<file path="config.mk">
export PLATFORM = sky130hd
export DESIGN_NAME = bitcell_array_ctrl
export DESIGN_NICKNAME = d
export VERILOG_FILES = /design/src/rtl/bitcell_ctrl_pkg.sv /design/src/rtl/bitcell_arbiter.sv /design/src/rtl/bitcell_array_ctrl.sv
export SDC_FILE = /design/constraint.sdc
export NUM_CORES = 1
export LEC_CHECK = 0
export CAP_MARGIN = 10
export CELL_PAD_IN_SITES_DETAIL_PLACEMENT = 0
export CELL_PAD_IN_SITES_GLOBAL_PLACEMENT = 1
export CORE_MARGIN = 1.5
export CORE_UTILIZATION = 34
export DETAILED_ROUTE_END_ITERATION = 10
export PLACE_DENSITY_LB_ADDON = 0.1
export SYNTH_ARGS = -nofsm -noshare
export SYNTH_HDL_FRONTEND = slang
export SYNTH_SLANG_ARGS = --single-unit
</file>
<file path="constraint.sdc">
create_clock -name clk -period 2.74 [get_ports clk]
set_input_delay 0.274 -clock clk [delete_from_list [all_inputs] [get_ports clk]]
set_output_delay 0.274 -clock clk [all_outputs]
set_load 0.005 [all_outputs]
</file>
<file path="src/rtl/bitcell_ctrl_pkg.sv">
// Shared types and default geometry for the bitcell array controller.
package bitcell_ctrl_pkg;

  localparam int DEFAULT_WORDS = 8;
  localparam int DEFAULT_WIDTH = 4;

  typedef enum logic [1:0] {
    IDLE,
    SETUP,
    ACCESS,
    DONE
  } state_e;

endpackage

</file>
<file path="src/rtl/bitcell_arbiter.sv">
// Two-requester arbiter producing a one-hot grant (bit 0 = A, bit 1 = B).
// BITCELL_CTRL_RR_EN selects round-robin on ties; otherwise A has fixed priority.
module bitcell_arbiter (
`ifdef BITCELL_CTRL_RR_EN
  input  logic       clk,
  input  logic       rst,
  input  logic       take,
`endif
  input  logic [1:0] req,
  output logic [1:0] grant
);

`ifdef BITCELL_CTRL_RR_EN
  logic prefer_b;

  // NOTE: give every always_comb output a default first so no path infers a latch.
  always_comb begin
    grant = req;
    if (req == 2'b11) grant = prefer_b ? 2'b10 : 2'b01;
  end

  // The side just granted loses the next tie.
  always_ff @(posedge clk) begin
    if (rst)                       prefer_b <= 1'b0;
    else if (take && grant != '0)  prefer_b <= grant[0];
  end
`else
  assign grant = (req == 2'b11) ? 2'b01 : req;
`endif

endmodule

</file>
<file path="src/rtl/bitcell_array_ctrl.sv">
// Sequencer for a WORDS x WIDTH bitcell array shared by two requesters.
// Define BITCELL_CTRL_RR_EN for round-robin tie-break; default is fixed A priority.
module bitcell_array_ctrl
  import bitcell_ctrl_pkg::*;
#(
  parameter  int WORDS  = DEFAULT_WORDS,
  parameter  int WIDTH  = DEFAULT_WIDTH,
  localparam int ADDR_W = $clog2(WORDS)
) (
  input  logic              clk,
  input  logic              rst,
  input  logic              req_a,
  input  logic              req_b,
  input  logic              we_a,
  input  logic              we_b,
  input  logic [ADDR_W-1:0] addr_a,
  input  logic [ADDR_W-1:0] addr_b,
  input  logic [WIDTH-1:0]  wdata_a,
  input  logic [WIDTH-1:0]  wdata_b,
  output logic              gnt_a,
  output logic              gnt_b,
  output logic              done_a,
  output logic              done_b,
  output logic [WIDTH-1:0]  rdata,
  output logic [WORDS-1:0]  cell_sel,
  output logic              cell_rw,
  output logic [WIDTH-1:0]  cell_in,
  input  logic [WIDTH-1:0]  cell_out
);

  state_e            state;
  logic [ADDR_W-1:0] lat_addr;
  logic              owner_b;
  logic [1:0]        grant;

  bitcell_arbiter u_arbiter (
`ifdef BITCELL_CTRL_RR_EN
    .clk   (clk),
    .rst   (rst),
    .take  (state == IDLE),
`endif
    .req   ({req_b, req_a}),
    .grant (grant)
  );

  // cell_rw and cell_in double as the latched we/wdata, so they cannot move
  // while a row is selected.
  // NOTE: sequential state uses non-blocking assignments so every register
  // samples pre-edge values regardless of statement order.
  always_ff @(posedge clk) begin
    if (rst) begin
      // NOTE: datapath registers are reset too because cell_in and rdata
      // have observable reset values.
      state    <= IDLE;
      lat_addr <= '0;
      owner_b  <= 1'b0;
      gnt_a    <= 1'b0;
      gnt_b    <= 1'b0;
      done_a   <= 1'b0;
      done_b   <= 1'b0;
      rdata    <= '0;
      cell_sel <= '0;
      cell_rw  <= 1'b0;
      cell_in  <= '0;
    end else begin
      gnt_a  <= 1'b0;
      gnt_b  <= 1'b0;
      done_a <= 1'b0;
      done_b <= 1'b0;
      case (state)
        IDLE: begin
          if (grant != '0) begin
            state    <= SETUP;
            gnt_a    <= grant[0];
            gnt_b    <= grant[1];
            owner_b  <= grant[1];
            lat_addr <= grant[1] ? addr_b : addr_a;
            cell_rw  <= grant[1] ? we_b : we_a;
            if (grant[1]) cell_in <= we_b ? wdata_b : '0;
            else          cell_in <= we_a ? wdata_a : '0;
          end
        end
        SETUP: begin
          state    <= ACCESS;
          cell_sel <= {{(WORDS-1){1'b0}}, 1'b1} << lat_addr;
        end
        ACCESS: begin
          state    <= DONE;
          cell_sel <= '0;
          done_a   <= !owner_b;
          done_b   <= owner_b;
          if (!cell_rw) rdata <= cell_out;
        end
        DONE: begin
          state <= IDLE;
        end
      endcase
    end
  end

endmodule

</file>
==> metrics.log <==
INFO  metric clkTransAtPathRegs = 0.14 ns
INFO  metric floorplan.initialDensity = 35.0%
INFO  metric cap_violations = 0
INFO  metric criticalPathCategory = register to register
INFO  metric groute.layer.met2.usage = 22.8%
INFO  metric chipHeight = 61.4 um
INFO  metric maxSlewViolCount = 0
INFO  metric yosys.cell_count.top_type = sky130_fd_sc_hd__dfxtp_1
INFO  metric synth_top_cell_by_area = sky130_fd_sc_hd__dfxtp_1
INFO  metric cts_hold_repair.buffers = 0
INFO  metric status = finished clean
INFO  metric dieArea = 3770 um^2
INFO  metric cts_resized = 0
INFO  metric power.leakage = 0.643 nW
INFO  metric worstSetupStartpointType = register
INFO  metric numClockSinks = 27
INFO  metric postCtsSetupRepairBufs = 0
INFO  metric global_route.overflow_total = 0
INFO  metric routedWlPerCell = 12.1 um
INFO  metric synth_cells = 115
INFO  metric dpl.hpwl = 1.90 mm
INFO  metric cts-root-to-sink-buffers = 2
INFO  metric layout-area-overhead-vs-synth = 41.3%
INFO  metric final_antenna_net_count = 0
INFO  metric timing.critical_path.required = 3.01 ns
INFO  metric layout-drive-gt1-share = 7.01%
INFO  metric dpl_cell_area = 1610 um^2
INFO  metric cp_data_arrival_time = 1.84 ns
INFO  metric synth.ff_latch_count = 27
INFO  metric htree_levels = 1
INFO  metric drt-initial-drc-count = 28
INFO  metric netlist-cell-type-count = 30
INFO  metric report.final.setup_viol = 0
INFO  metric critical_path_peak_fanout = 5
INFO  metric post-route-period-util = 57.2%
INFO  metric synth_fp_nets = 143
INFO  metric layout.nets = 186
INFO  metric worst_ir_drop_vdd = 258 uV
INFO  metric post-route-cell-area = 1640 um^2
INFO  metric nFillCells = 326
INFO  metric ys_seq_area_share = 46.6%
INFO  metric grt_usage = 14.2%
INFO  metric vias = 957
INFO  metric cts_inserted_buffers = 3
INFO  metric number_of_enable_flip_flop_cells_after_synthesis = 0
INFO  metric global_route.peak_usage_layer = met2
INFO  metric met1_usage = 18.8%
INFO  metric hold_viol_final = 0
INFO  metric netlist_top_cells_area = sky130_fd_sc_hd__dfxtp_1 (47%), sky130_fd_sc_hd__mux2i_1 (7.8%), sky130_fd_sc_hd__nor2_1 (6.1%)
INFO  metric power_density = 762 nW/um^2
INFO  metric grt_max_degree = 17
INFO  metric skew = 0.00795 ns
INFO  metric tightest_slew = 0.648 ns
INFO  metric grt.met3_usage = 2.94%
INFO  metric gp_routability_congestion = 0.709
INFO  metric slew-limit-headroom = 56.7%
INFO  metric yosys_warnings = 0
INFO  metric hold_path.class = register to register
INFO  metric unrepaired_setup_endpoints_after_global_routing = no
INFO  metric tritoncts = yes
INFO  metric synth-main-ff-cell = sky130_fd_sc_hd__dfxtp_1
INFO  metric final_routed_wirelength = 2.46 mm
INFO  metric critical_path.endpoint_type = register
INFO  metric core_box_area = 3310 um^2
INFO  metric die_width = 61.4 um
INFO  metric post-route-drc-count = 0
INFO  metric netlist.area_leader.share = 46.6%
INFO  metric achievable-frequency = 638 MHz
INFO  metric fraction_of_registers_with_async_set_reset = 0%
INFO  metric worst_hold_slack = 0.461 ns
INFO  metric cts.root.buffer_cell = sky130_fd_sc_hd__clkbuf_4
INFO  metric clock_latency_on_the_worst_skew_pair = 0.32 ns
INFO  metric number_of_i_o_pins = 45
INFO  metric fin_setup_tns = 0 ns
INFO  metric grt_pass1_wl = 3.97 mm
INFO  metric syn-mean-instance-area = 10.1 um^2
INFO  metric row_count = 21
INFO  metric grt_pass1_vias = 905
INFO  metric route.detailed.vias_per_inst = 4.71
INFO  metric diodes = 0
INFO  metric synthTopCellsByCount = sky130_fd_sc_hd__dfxtp_1 (27), sky130_fd_sc_hd__nor2_1 (19), sky130_fd_sc_hd__mux2i_1 (9)
INFO  metric syn_area = 1160 um^2
INFO  metric input_output_buffers = 44
INFO  metric firstDrtPassIters = 5
INFO  metric grt_antenna_before_repair = 0
INFO  metric period_minus_slack = 1.57 ns
## registers in the layout, summed over array words and instances, names as in the netlist
| signal | count |
|---|---|
| lat_addr | 3 |
| done_a | 1 |
| cell_in | 4 |
| gnt_b | 1 |
| owner_b | 1 |
| gnt_a | 1 |
| done_b | 1 |
| state | 2 |
| rdata | 4 |
| cell_rw | 1 |
| cell_sel | 8 |
## cell type report
class	instances	area (um^2)	share of cell area, %
Clock buffer	3	22.5	1.37
Tap cell	46	57.6	3.51
Multi-Input combinational cell	78	554	33.8
Sequential cell	27	541	33.0
Timing Repair Buffer	45	448	27.3
Clock inverter	1	5.00	0.305
Inverter	3	11.3	0.687
## cell families (layout without fill, tap and decap cells)
logic type	after synthesis	after routing	share of synthesized area (%)
simple gates	40	40	18.9
flops	27	27	46.6
compound gates	25	25	16.8
buf+inv	10	52	5.61
mux	9	9	7.77
fa+ha+maj	4	4	4.32
## critical path, stage by stage (launching register included)
cell and delay (ns):
sky130_fd_sc_hd__dfxtp_1 0.40, sky130_fd_sc_hd__inv_1 0.08, sky130_fd_sc_hd__ha_1 0.34, sky130_fd_sc_hd__nor3b_1 0.43, sky130_fd_sc_hd__a32oi_1 0.17, sky130_fd_sc_hd__nor2_1 0.10
## where the power goes
part / total, W / internal, W / switching (W)
logic: 0.000538 / 0.000281 / 0.000257
clock network: 0.000167 / 0.0000546 / 0.000113
registers: 0.000544 / 0.000482 / 0.0000613
total: 0.00125 / 0.000818 / 0.000431
## metal layers
metal  up-vias  part of all wire [%]
met4         0                  0.65
met5         -                     0
li1        487                     -
met3         2                   3.3
met1       449                    47
met2        19                    49
## metrics by stage
step           util (%)  worst slack [ns]  total power (W)  instances
3_5_place_dp       48.7             0.954          0.00110        199
4_1_cts            49.5              1.15          0.00127        203
3_3_place_gp       48.7             0.995          0.00108        199
6_report           49.5              1.17          0.00125        203
2_1_floorplan         -              1.40         0.000884        115
5_1_grt            49.5             0.991          0.00137        203
## cells in the final DEF, fill, tap and decap left out, types with 4 or more instances in the layout
master	Yosys	final
sky130_fd_sc_hd__a22o_1	4	4
sky130_fd_sc_hd__a2bb2oi_1	4	4
sky130_fd_sc_hd__clkdlybuf4s50_1	0	44
sky130_fd_sc_hd__nand2_1	6	6
sky130_fd_sc_hd__nor2_1	19	19
sky130_fd_sc_hd__dfxtp_1	27	27
sky130_fd_sc_hd__mux2i_1	9	9
sky130_fd_sc_hd__a211oi_1	4	4
sky130_fd_sc_hd__ha_1	4	4
sky130_fd_sc_hd__a22oi_1	5	5
## final timing paths
| kind | from | slack [ns] | cells past startpoint | end |
|---|---|---|---|---|
| max | state[1] | 1.17 | 5 | cell_sel[3] |
| min reg2reg | owner_b | 0.46 | 1 | done_a |
| max reg2reg | state[1] | 1.17 | 5 | cell_sel[3] |
| min | owner_b | 0.46 | 1 | done_a |
No activity file was read; power rests on OpenSTA's default activity.
